==> src/rtl/lcd_bus_receiver.sv <==
// Receiving end of an HD44780-style 8-bit parallel bus (RS, E, D0..D7).
// Qualifies E falling edges, decodes instructions and data writes, and mirrors
// a 16x2 DDRAM plus display state for emulation and driver checking.
module lcd_bus_receiver #(
  parameter int unsigned SYNC_STAGES  = 2,
  parameter int unsigned E_MIN_HIGH   = 2,
  parameter int unsigned CLEAR_CYCLES = 32
) (
  input  logic       clk,
  input  logic       rst,
  input  logic       RS,
  input  logic       E,
  input  logic       D0,
  input  logic       D1,
  input  logic       D2,
  input  logic       D3,
  input  logic       D4,
  input  logic       D5,
  input  logic       D6,
  input  logic       D7,
  input  logic [4:0] rd_addr,
  output logic [7:0] rd_data,
  output logic [6:0] cursor_addr,
  output logic       disp_on,
  output logic       cursor_on,
  output logic       blink_on,
  output logic       inc_mode,
  output logic       busy,
  output logic       cmd_valid,
  output logic       data_valid,
  output logic [7:0] last_byte,
  output logic       overrun,
  output logic       addr_err
);

  localparam int unsigned CntW = (E_MIN_HIGH > 0) ? $clog2(E_MIN_HIGH + 1) : 1;
  // At least 6 bits so the "below 32 cells" compare is representable.
  localparam int unsigned ClrW = ($clog2(CLEAR_CYCLES) > 6) ? $clog2(CLEAR_CYCLES) : 6;

  // Synchronizer chain, packed as {RS, E, D7..D0}.
  logic [9:0] sync_q [SYNC_STAGES];
  logic       rs_s, e_s;
  logic [7:0] d_s;

  // Strobe qualification state.
  logic            e_prev_q;
  logic [CntW-1:0] hi_cnt_q;
  logic            rs_lat_q;
  logic [7:0]      d_lat_q;
  logic            strobe;

  // Display state and pulses.
  logic [6:0]      cursor_q;
  logic            inc_q, disp_q, curs_q, blink_q, busy_q;
  logic [ClrW-1:0] clr_cnt_q;
  logic            cmd_valid_q, data_valid_q, overrun_q, addr_err_q;
  logic [7:0]      last_byte_q;
  logic [7:0]      rd_data_q;

  // DDRAM mirror: cells 0-15 line 1, 16-31 line 2. Deliberately not reset.
  logic [7:0] mem_q [32];
  logic       we;
  logic [4:0] waddr;
  logic [7:0] wdata;

  // Next cursor address with HD44780 two-line wrap.
  function automatic logic [6:0] step_addr(input logic [6:0] a, input logic up);
    logic [6:0] n;
    if (up) begin
      if (a == 7'h27)      n = 7'h40;
      else if (a == 7'h67) n = 7'h00;
      else                 n = a + 7'd1;
    end else begin
      if (a == 7'h00)      n = 7'h67;
      else if (a == 7'h40) n = 7'h27;
      else                 n = a - 7'd1;
    end
    return n;
  endfunction

  // Bring asynchronous bus lines into the clock domain.
  always_ff @(posedge clk) begin
    if (rst) begin
      for (int unsigned i = 0; i < SYNC_STAGES; i++) sync_q[i] <= '0;
    end else begin
      sync_q[0] <= {RS, E, D7, D6, D5, D4, D3, D2, D1, D0};
      for (int unsigned i = 1; i < SYNC_STAGES; i++) sync_q[i] <= sync_q[i-1];
    end
  end

  assign rs_s = sync_q[SYNC_STAGES-1][9];
  assign e_s  = sync_q[SYNC_STAGES-1][8];
  assign d_s  = sync_q[SYNC_STAGES-1][7:0];

  // Track E high time and hold the bus values last seen while E was high.
  always_ff @(posedge clk) begin
    if (rst) begin
      e_prev_q <= 1'b0;
      hi_cnt_q <= '0;
      rs_lat_q <= 1'b0;
      d_lat_q  <= '0;
    end else begin
      e_prev_q <= e_s;
      if (e_s) begin
        rs_lat_q <= rs_s;
        d_lat_q  <= d_s;
        if (hi_cnt_q != CntW'(E_MIN_HIGH)) hi_cnt_q <= hi_cnt_q + 1'b1;
      end else begin
        hi_cnt_q <= '0;
      end
    end
  end

  assign strobe = e_prev_q & ~e_s & (hi_cnt_q >= CntW'(E_MIN_HIGH));

  // DDRAM write select: clear fill takes precedence; data strobes are dropped while busy.
  always_comb begin
    we    = 1'b0;
    waddr = '0;
    wdata = '0;
    if (!rst) begin
      if (busy_q) begin
        we    = (clr_cnt_q < ClrW'(32));
        waddr = clr_cnt_q[4:0];
        wdata = 8'h20;
      end else if (strobe && rs_lat_q && (cursor_q[5:0] < 6'd16)) begin
        we    = 1'b1;
        waddr = {cursor_q[6], cursor_q[3:0]};
        wdata = d_lat_q;
      end
    end
  end

  // Instruction/data decode, clear sequencing and registered pulses.
  always_ff @(posedge clk) begin
    if (rst) begin
      cursor_q     <= '0;
      inc_q        <= 1'b1;
      disp_q       <= 1'b0;
      curs_q       <= 1'b0;
      blink_q      <= 1'b0;
      busy_q       <= 1'b0;
      clr_cnt_q    <= '0;
      cmd_valid_q  <= 1'b0;
      data_valid_q <= 1'b0;
      overrun_q    <= 1'b0;
      addr_err_q   <= 1'b0;
      last_byte_q  <= '0;
    end else begin
      cmd_valid_q  <= 1'b0;
      data_valid_q <= 1'b0;
      overrun_q    <= 1'b0;
      addr_err_q   <= 1'b0;

      if (busy_q) begin
        if (clr_cnt_q == ClrW'(CLEAR_CYCLES - 1)) begin
          busy_q   <= 1'b0;
          cursor_q <= '0;
          inc_q    <= 1'b1;
        end else begin
          clr_cnt_q <= clr_cnt_q + 1'b1;
        end
      end

      if (strobe) begin
        if (busy_q) begin
          overrun_q <= 1'b1;
        end else begin
          last_byte_q <= d_lat_q;
          if (rs_lat_q) begin
            data_valid_q <= 1'b1;
            cursor_q     <= step_addr(cursor_q, inc_q);
          end else begin
            cmd_valid_q <= 1'b1;
            priority casez (d_lat_q)
              8'b1???????: begin
                if ((d_lat_q[6:0] <= 7'h27) ||
                    ((d_lat_q[6:0] >= 7'h40) && (d_lat_q[6:0] <= 7'h67))) begin
                  cursor_q <= d_lat_q[6:0];
                end else begin
                  cursor_q   <= '0;
                  addr_err_q <= 1'b1;
                end
              end
              8'b01??????: ;  // CGRAM address: no CGRAM modelled
              8'b001?????: ;  // function set: fixed 8-bit, 2-line
              8'b0001????: begin
                if (!d_lat_q[3]) cursor_q <= step_addr(cursor_q, d_lat_q[2]);
              end
              8'b00001???: begin
                disp_q  <= d_lat_q[2];
                curs_q  <= d_lat_q[1];
                blink_q <= d_lat_q[0];
              end
              8'b000001??: inc_q <= d_lat_q[1];
              8'b0000001?: cursor_q <= '0;
              8'b00000001: begin
                busy_q    <= 1'b1;
                clr_cnt_q <= '0;
              end
              default: ;
            endcase
          end
        end
      end
    end
  end

  // DDRAM storage.
  always_ff @(posedge clk) begin
    if (we) mem_q[waddr] <= wdata;
  end

  // Registered read port; returns pre-write contents on a same-cycle collision.
  always_ff @(posedge clk) begin
    if (rst) rd_data_q <= '0;
    else     rd_data_q <= mem_q[rd_addr];
  end

  assign rd_data     = rd_data_q;
  assign cursor_addr = cursor_q;
  assign disp_on     = disp_q;
  assign cursor_on   = curs_q;
  assign blink_on    = blink_q;
  assign inc_mode    = inc_q;
  assign busy        = busy_q;
  assign cmd_valid   = cmd_valid_q;
  assign data_valid  = data_valid_q;
  assign last_byte   = last_byte_q;
  assign overrun     = overrun_q;
  assign addr_err    = addr_err_q;

endmodule

==> config.mk <==
export PLATFORM = sky130hd
export DESIGN_NAME = lcd_bus_receiver
export DESIGN_NICKNAME = d
export VERILOG_FILES = /design/src/rtl/lcd_bus_receiver.sv
export SDC_FILE = /design/constraint.sdc
export NUM_CORES = 1
export LEC_CHECK = 0
export CAP_MARGIN = 20
export CORE_ASPECT_RATIO = 0.9
export CORE_MARGIN = 2
export CORE_UTILIZATION = 50
export DETAILED_ROUTE_END_ITERATION = 10
export PLACE_DENSITY_LB_ADDON = 0.08
export SLEW_MARGIN = 10
export SYNTH_ARGS = -nofsm -noshare
export SYNTH_HDL_FRONTEND = slang
export SYNTH_SLANG_ARGS = --single-unit
==> constraint.sdc <==
create_clock -name clk -period 3.95 [get_ports clk]
set_clock_uncertainty 0.2 [all_clocks]
set_input_delay 0.79 -clock clk [delete_from_list [all_inputs] [get_ports clk]]
set_output_delay 0.79 -clock clk [all_outputs]
set_load 0.05 [all_outputs]
# [Word-level counts from Yosys, hierarchy flattened]
# Memory sizes are Yosys's and may differ from the RTL's. A register that Yosys moved wholly into a read port is not among the register bits.
# Cells that the tools add are included.
[op_classes] n_mux=52 n_mul=0 shift=0 bitwise_logic=9 order_cmp=6 eq_ne=10 reduce_logical=11 addsub=4 div_mod_pow=0
[ops] cell="$mux 7" n=13
[ops] cell="$mux 6" n=6
[ops] cell="$mux 1" n=24
[ops] cell="$mux 8" n=3
[ops] cell="$pmux 7 s3" n=1
[ops] cell="$mux 10" n=2
[ops] cell="$mux 5" n=3
[ops] cell="$eq 7x7->1 const B" n=2
[ops] cell="$eq 8x1->1 const B" n=1
[ops] cell="$add 7x1->7 const B" n=1
[ops] cell="$eq 7x1->1 const B" n=1
[ops] cell="$eq 7x6->1 const B" n=1
[ops] cell="$ge 7x7->1 const B" n=1
[ops] cell="$le 7x6->1 const B" n=1
[ops] cell="$le 7x7->1 const B" n=1
[ops] cell="$logic_not 7->1" n=1
[ops] cell="$sub 7x1->7 const B" n=1
[ops] cell="$add 6x1->6 const B" n=1
[ops] cell="$eq 6x1->1 const B" n=1
[ops] cell="$eq 6x5->1 const B" n=1
[ops] cell="$lt 6x5->1 const B" n=1
[ops] cell="$lt 6x6->1 const B" n=1
[ops] cell="$eq 5x1->1 const B" n=1
[ops] cell="$not 1->1" n=5
[ops] cell="other kinds (13)" n=18
[totals] memories=2 elab_cells=110 mem_bits_ro=0 ramBits=276 out_inout_bits=32 in_bits=17 latch_bits=0 ff_bits=42
[memory_table] memory="mem_q" depth=32 width=8 rd=1 rd_ports_with_merged_regs=1 write_ports=1 line="61" rtl="logic [7:0] mem_q [32];"
[memory_table] memory="sync_q" depth=2 width=10 rd=2 rd_ports_with_merged_regs=0 write_ports=2 line="41" rtl="logic [9:0] sync_q [SYNC_STAGES];"

# [Logic depth before layout (Yosys ltp)]
# Gate-level depths: netlist of the first run.
[logic_depth] depth_word=10 ltp_mapped=9 ltp_nobuf=8

# [Worst setup path before layout of the first run]
# Ideal clock, no wire load.
[synth_timing] kind="register to register" start="register cursor_q[5] (netlist: cursor_addr[5])" end="memory mem_q[0][7], data pin" period_less_slack_ns=3.240 required_ns=3.305 arrival_time_ns=2.596 setup_slack_ns=0.710 path_buffers=1 stages_incl_launch_ff=6 setup_ns=0.445 path_cell_list="dfxtp_1 -> buf_2 -> or3b_4 -> nor3_2 -> nand2b_1 -> nor3_1"
[synth_via] elab_chain_len=5
[synth_lines] element="from (decl)" line="53" rtl="logic [6:0] cursor_q;"
[synth_lines] element="from (signal assigned)" line="172" rtl="cursor_q <= step_addr(cursor_q, inc_q);"
[synth_lines] element="from (signal assigned)" line="179" rtl="cursor_q <= d_lat_q[6:0];"
[synth_lines] element="from (signal assigned)" line="188" rtl="if (!d_lat_q[3]) cursor_q <= step_addr(cursor_q, d_lat_q[2]);"
[synth_lines] element="$lt 6x5->1" line="126" rtl="end else if (strobe && rs_lat_q && (cursor_q[5:0] < 6'd16)) begin"
[synth_lines] element="$logic_and 1x1->1" line="126"
[synth_lines] element="$mux 8" line="126"
[synth_lines] element="$mux 8" line="122" rtl="if (busy_q) begin"
[synth_lines] element="$mux 8" line="121" rtl="if (!rst) begin"
[synth_lines] element="net wdata[7]" line="64" rtl="logic [7:0] wdata;"
[synth_lines] element="to (decl)" line="61"
# The timed path passes the listed nets, and every way through them passes these cells.

# [Worst setup path after layout of the first run]
[layout_timing] start="register cursor_q[4] (netlist: cursor_addr[4])" end="memory mem_q[28][5] (enable)"
[layout_via] elab_chain_len=7 word_cells_on_any_way=10 cone_classes="order compare (1); mux (8); reduce/logical (1)"
[layout_lines] element="$lt 6x5->1 *" line="126"
[layout_lines] element="$logic_and 1x1->1 *" line="126"
[layout_lines] element="$mux 1" line="126"
[layout_lines] element="$mux 1" line="122"
[layout_lines] element="$mux 1" line="121"
[layout_lines] element="$mux 1" line="211" rtl="if (we) mem_q[waddr] <= wdata;"
[layout_lines] element="$mux 1 (implied by the code)" line="211"
# Every way passes the cells marked *; elsewhere a longest branch is shown, timed or not.

==> results of run 1 <==
-- report_power, final --
| group | total, W | internal (W) | switching, W | leakage, nW |
|---|---|---|---|---|
| Sequential | 0.00367 | 0.00366 | 0.00000803 | 3.21 |
| Combinational | 0.000241 | 0.000116 | 0.000125 | 1.54 |
| Clock | 0.00319 | 0.00191 | 0.00128 | 0.562 |
| Total | 0.00710 | 0.00569 | 0.00141 | 5.31 |
-- state kept, by name (all words and copies together), names as in the netlist, 2 cells and up --
| register | cells |
|---|---|
| d_lat_q | 8 |
| rd_data | 8 |
| cursor_addr | 7 |
| clr_cnt_q | 6 |
| hi_cnt_q | 2 |
| last_byte | 8 |
| sync_q | 20 |
| mem_q | 256 |
-- final timing paths --
| check | start | end | slack, ps | cells after the start |
|---|---|---|---|---|
| min | sync_q[0][6]$_SDFF_PP0_ | sync_q[0][16]$_SDFF_PP0_ | 230 | 1 |
| max reg2reg | cursor_addr[4]$_SDFF_PP0_ | mem_q[28][5]$_DFFE_PP_ | 480 | 6 |
| max | cursor_addr[4]$_SDFF_PP0_ | mem_q[28][5]$_DFFE_PP_ | 480 | 6 |
| min reg2reg | sync_q[0][6]$_SDFF_PP0_ | sync_q[0][16]$_SDFF_PP0_ | 230 | 1 |
-- cell type report --
type | count | area (um2)
tap | 348 | 435
timing repair buffer | 79 | 746
clock inverter | 10 | 81.3
fill | 1949 | 10700
inverter | 8 | 30.0
multi-input combinational | 422 | 3830
clock buffer | 51 | 1050
sequential | 326 | 9090
-- routing by layer --
layer | wire length, um | track usage, % | share of wire (%) | vias to the layer above
li1 | - | - | - | 3258
met4 | 527 | 5.60 | 1.8 | 0
met5 | 0 | 0 | 0 | -
met3 | 1820 | 3.63 | 6.1 | 38
met2 | 14100 | 35.8 | 47 | 248
met1 | 13300 | 32.5 | 45 | 3795
-- kinds of logic after synthesis --
logic type                 Yosys count
DFF                                326
and+or+nand+nor                    222
muxes                              105
AOI/OAI and AO/OA                   80
buffers and inverters               57
xor gates and xnor gates            11
adders and majority gates            4
-- stage by stage --
stage | util [%] | total power [W] | worst slack, ps
2_1_floorplan | - | 0.00391 | 710
3_3_place_gp | 54.4 | 0.00399 | 514
3_5_place_dp | 54.5 | 0.00399 | 443
4_1_cts | 58.9 | 0.00716 | 391
5_1_grt | 58.9 | 0.00730 | 126
6_report | 58.9 | 0.00710 | 476
-- cells in the final DEF (no fill, tap or decap), types with 4 or more instances in the layout --
cell type	count
inv_1	8
ha_1	4
edfxtp_1	256
clkbuf_8	5
mux2i_1	23
dfxtp_1	70
a211oi_1	4
xor2_1	8
clkinv_2	4
and3_1	8
clkbuf_1	7
nand2_1	49
nand3_1	20
clkdlybuf4s50_1	45
nor2b_1	24
nand2b_1	5
mux4_2	80
nor3_1	6
nand3b_1	5
nor2_2	9
a21oi_1	30
o31ai_1	4
clkbuf_16	38
o21ai_0	12
or3_1	5
buf_4	28
nor2_1	70
==> flow_summary.yaml, run 1 <==
outcome:
  outcome: "complete, no violations"
yosys:
  synth_cells: 805
  synth_top_family_by_area: "multiplexers"
  syn_avg_cell_area_um2: 16.3
  synthMuxAreaShare_pct: 15.6
  synth_top_cell_by_area: "edfxtp_1"
  ys_seq_area_share_pct: 69.1
  netlist.area_leader.share_pct: 58.5
  synth_most_common_cell: "edfxtp_1"
  async_flop_share_pct: 0
  yosysUniqueCellTypes: 60
  synth-compound-area-share_pct: 3.93
  synth_adder_area_share_pct: 0.381
  ys_warn_count: 0
  syn_area_mm2: 0.0131
  netlist_top_cells_area: "edfxtp_1, mux4_2, dfxtp_1, nor2_1, mux2i_1"
  synth-edff-count: 256
  synth_seq_cells: 326
  synth_common_cells: "edfxtp_1, mux4_2, nor2_1"
  synth_simple_gate_area_share_pct: 8.40
  yosys_most_used_dff: "edfxtp_1"
  synth-xor-area-share_pct: 0.733
  syn_nets: 826
finish:
  drive_gt1_share_pct: 20.9
  finalNonFillerCells: 1244
  layout.nets: 892
  design_area_mm2: 0.0153
  area_growth_pct: 16.1
  antenna_cells: 0
drt:
  drc_errors: 0
  dr.pass1.iters: 5
  wl_per_cell_um: 23.9
  routed_wirelength_mm: 29.7
  routed-via-count: 7339
  first_iter_violations: 630
  antenna_left: 0
  viasPerCell: 5.90
timing:
  fin_crit_sh_pct: 87.9
  grt_setup_unrepaired: "no"
  finalCriticalPeriod_ps: 3470
  slew_violations: 0
  whs_ps: 230
  finalHoldViolCount: 0
  clock.fmax_mhz: 288
  relSlewSlack_pct: 32.6
  setup_viol: 0
  tightestPinTransition_ps: 997
  setup_tns_ps: 0
critical_path:
  crit_path_max_incr_delay_ps: 830
  cp_slowest_cell: "nor2_1"
  crit_buf_inv: 0
  worst_ep_required_time_ps: 3880
  critPathMaxFanout: 13
  cp.arrival_ps: 3400
  start_kind: "flip-flop"
  criticalPathCategory: "flip-flop to flip-flop"
  cp-end-kind: "flip-flop"
  crit_path_cell_trace: "or3b_4 -> nor4_4 -> a21oi_2 -> nor2_1 -> o2111ai_1 -> nor2_1"
  path_common_cell: "nor2_1"
  cp_top_family: "simple AND/OR/NAND/NOR gates"
placed_design:
  place.port_buffers: 48
  hpwl_mm: 19.4
  placed_area_mm2: 0.0141
  dp_cells: 1183
  gp_congestion: 0.848
floorplan:
  die_h_um: 158
  rows: 56
  start_util_pct: 50.7
  fp.coreArea_mm2: 0.0259
  die_area_mm2: 0.0276
  die_w_um: 175
  ios: 49
global_routing:
  grt_usage_pct: 22.4
  antenna_found_initial: 0
  grt_start_max_net_pins: 65
  overflow: 0
  grt_pass1_wl_mm: 45.9
  grt_pass1_vias: 7426
clock_network:
  tritoncts: "yes"
  clkLatencyLatePin_ps: 500
  cts_root_buf: "clkbuf_16"
  cts_made_buffers: 34
  cts_hold_buffers: 0
  clk_path_buf_depth: 3
  cts_resized: 0
  cts_htree_levels: 2
  post_cts_buffers: 0
  cts.sinks: 326
  clk_pin_slew_ps: 60
worst_hold_path:
  min_path_type: "flip-flop to flip-flop"
pwr:
  p_leak_nw: 5.31
  power_density_mw_per_mm2: 466
  ir_drop_mv: 0.239
run:
  maxCapViolCount: 0
(Power assumes the default switching activity.)
==> inputs of run 2 (changes only) <==
--- a/config.mk
+++ b/config.mk
@@ -8,7 +8,7 @@
 export CAP_MARGIN = 20
 export CORE_ASPECT_RATIO = 0.9
 export CORE_MARGIN = 2
-export CORE_UTILIZATION = 50
+export CORE_UTILIZATION = 35
 export DETAILED_ROUTE_END_ITERATION = 10
 export PLACE_DENSITY_LB_ADDON = 0.08
 export SLEW_MARGIN = 10
==> run 2 against run 1 <==
Global-route usage decreased by 5.5 points; final cell count increased by 13%; clock power increased by 10%; critical path type unchanged; largest cell class unchanged.
==> flow_summary.yaml, run 2 (synthesis results as in run 1) <==
outcome:
  outcome: "complete, no violations"
worst_hold_path:
  min_path_type: "flip-flop to flip-flop"
pwr:
  ir_drop_mv: 0.222
  p_total_w: 0.00743
  power_density_mw_per_mm2: 472
  p_leak_nw: 5.47
global_routing:
  grt_start_max_net_pins: 50
  use_met3_pct: 3.57
  antenna_found_initial: 0
  grt_pass1_vias: 7714
  use_met1_pct: 23.3
  grt.met2_usage_pct: 27.3
  grt_pass1_wl_mm: 49.2
  grt_usage_pct: 16.9
  overflow: 0
  busiest_layer: "met2"
drt:
  routed-via-count: 7390
  routed_wirelength_mm: 32.8
  drc_errors: 0
  wl_per_cell_um: 23.4
  first_iter_violations: 452
  dr.pass1.iters: 5
  antenna_left: 0
  viasPerCell: 5.27
critical_path:
  critPathMaxFanout: 11
  cp_slowest_cell: "nor2_1"
  criticalPathCategory: "flip-flop to flip-flop"
  cp_top_family: "simple AND/OR/NAND/NOR gates"
  crit_buf_inv: 0
  crit_path_cell_trace: "or3b_4 -> nor4_4 -> a22oi_1 -> nor2_1 -> nand3_1 -> nor2_1"
  r2r-start: "cursor_addr[5]$_SDFF_PP0_"
  cp-end-kind: "flip-flop"
  path_depth: 6
  worst_ep_required_time_ps: 3890
  r2r_end: "mem_q[19][5]$_DFFE_PP_"
  cp-startpoint: "cursor_addr[5]$_SDFF_PP0_"
  reg2reg_slack_ps: 650
  r2r_cells: 6
  cp.arrival_ps: 3240
  cp-endpoint: "mem_q[19][5]$_DFFE_PP_"
  path_common_cell: "nor2_1"
  crit_path_max_incr_delay_ps: 740
  start_kind: "flip-flop"
finish:
  drive_gt1_share_pct: 22.7
  final_common_cell: "edfxtp_1"
  antenna_cells: 0
  nFillCells: 3302
  largestRegisters: "mem_q (256), sync_q (20)"
  largest_reg_flops: 256
  area_growth_pct: 19.6
  mostFrequentLayoutCells: "edfxtp_1, mux4_2, nor2_1, dfxtp_1, nand2_1"
  regMostFlops: "mem_q"
  layout.nets: 911
timing:
  finalHoldViolCount: 0
  setup_tns_ps: 0
  grt_setup_unrepaired: "no"
  setup_viol: 0
  fin_crit_sh_pct: 83.6
  finalCriticalPeriod_ps: 3300
  tightestPinTransition_ps: 1120
  slew_violations: 0
  clock.fmax_mhz: 303
  relSlewSlack_pct: 25.0
clock_network:
  cts_hold_buffers: 0
  post_cts_buffers: 0
  cts_resized: 0
  cts_root_buf: "clkbuf_16"
  clkLatencyLatePin_ps: 520
  cts_htree_levels: 2
  clk_path_buf_depth: 3
  tritoncts: "yes"
  cts_made_buffers: 37
  clk_pin_slew_ps: 60
  cts.sinks: 326
floorplan:
  fp.coreArea_mm2: 0.0371
  die_h_um: 188
  die_area_mm2: 0.0391
  start_util_pct: 35.4
  rows: 67
  die_w_um: 208
  ios: 49
placed_design:
  gp_congestion: 0.800
  hpwl_mm: 22.1
  place.port_buffers: 48
run:
  maxCapViolCount: 0
==> run 2: changes by cell type in the layout (fill, tap and decap cells not counted), moves of 2 or more <==
cell       change
clkinv_2       +2
bufinv_16      +3
inv_6          +2
buf_12         +3
buf_4         +12
==> run 2: area by class of cell <==
cell class | count | area (um2) | share of cell area (%)
Sequential cell | 326 | 9090 | 57.8
Multi-Input combinational cell | 422 | 3830 | 24.3
Tap cell | 483 | 604 | 3.84
Clock inverter | 19 | 208 | 1.32
Inverter | 8 | 30.0 | 0.191
Timing Repair Buffer | 95 | 913 | 5.81
Clock buffer | 49 | 1050 | 6.70
==> run 2: worst min path at each step <==
stage | startpoint | endpoint | cells past startpoint
floorplan | sync_q[0][0]$_SDFF_PP0_ | sync_q[0][10]$_SDFF_PP0_ | 1
global placement | sync_q[0][3]$_SDFF_PP0_ | sync_q[0][13]$_SDFF_PP0_ | 1
CTS | sync_q[0][8]$_SDFF_PP0_ | sync_q[0][18]$_SDFF_PP0_ | 1
global route | sync_q[0][3]$_SDFF_PP0_ | sync_q[0][13]$_SDFF_PP0_ | 1
detailed placement | sync_q[0][8]$_SDFF_PP0_ | sync_q[0][18]$_SDFF_PP0_ | 1
finish | sync_q[0][2]$_SDFF_PP0_ | sync_q[0][12]$_SDFF_PP0_ | 1
==> run 2: stage by stage <==
stage / instance area, um2 / worst slack, ps / util [%] / hold slack [ps] / std cells
floorplan: 13100 / 710 / - / 214 / 805
finish: 15700 / 647 / 42.3 / 240 / 1402
detailed placement: 14500 / 612 / 39.0 / 233 / 1334
global placement: 14400 / 728 / 38.9 / 228 / 1332
CTS: 15700 / 596 / 42.3 / 242 / 1402
global route: 15700 / 398 / 42.3 / 263 / 1402
==> run 2: worst reg2reg max path, delay by kind of cell, from the launching register on <==
kind               cells  cell delay, ps
DFF                    1             420
AOI/OAI and AO/OA      1             120
and+or+nand+nor        5            2170
==> run 2: power breakdown <==
group          leakage, nW  internal, W  switching [W]
sequential            3.21      0.00366      0.0000120
combinational         1.63     0.000117       0.000127
clock                0.621      0.00215        0.00136
total                 5.47      0.00593        0.00150
==> run 2: routing by layer <==
layer	vias to the layer above	part of all wire [%]
met2	197	48
met5	-	0
li1	3308	-
met3	47	5.6
met4	0	2.0
met1	3838	45
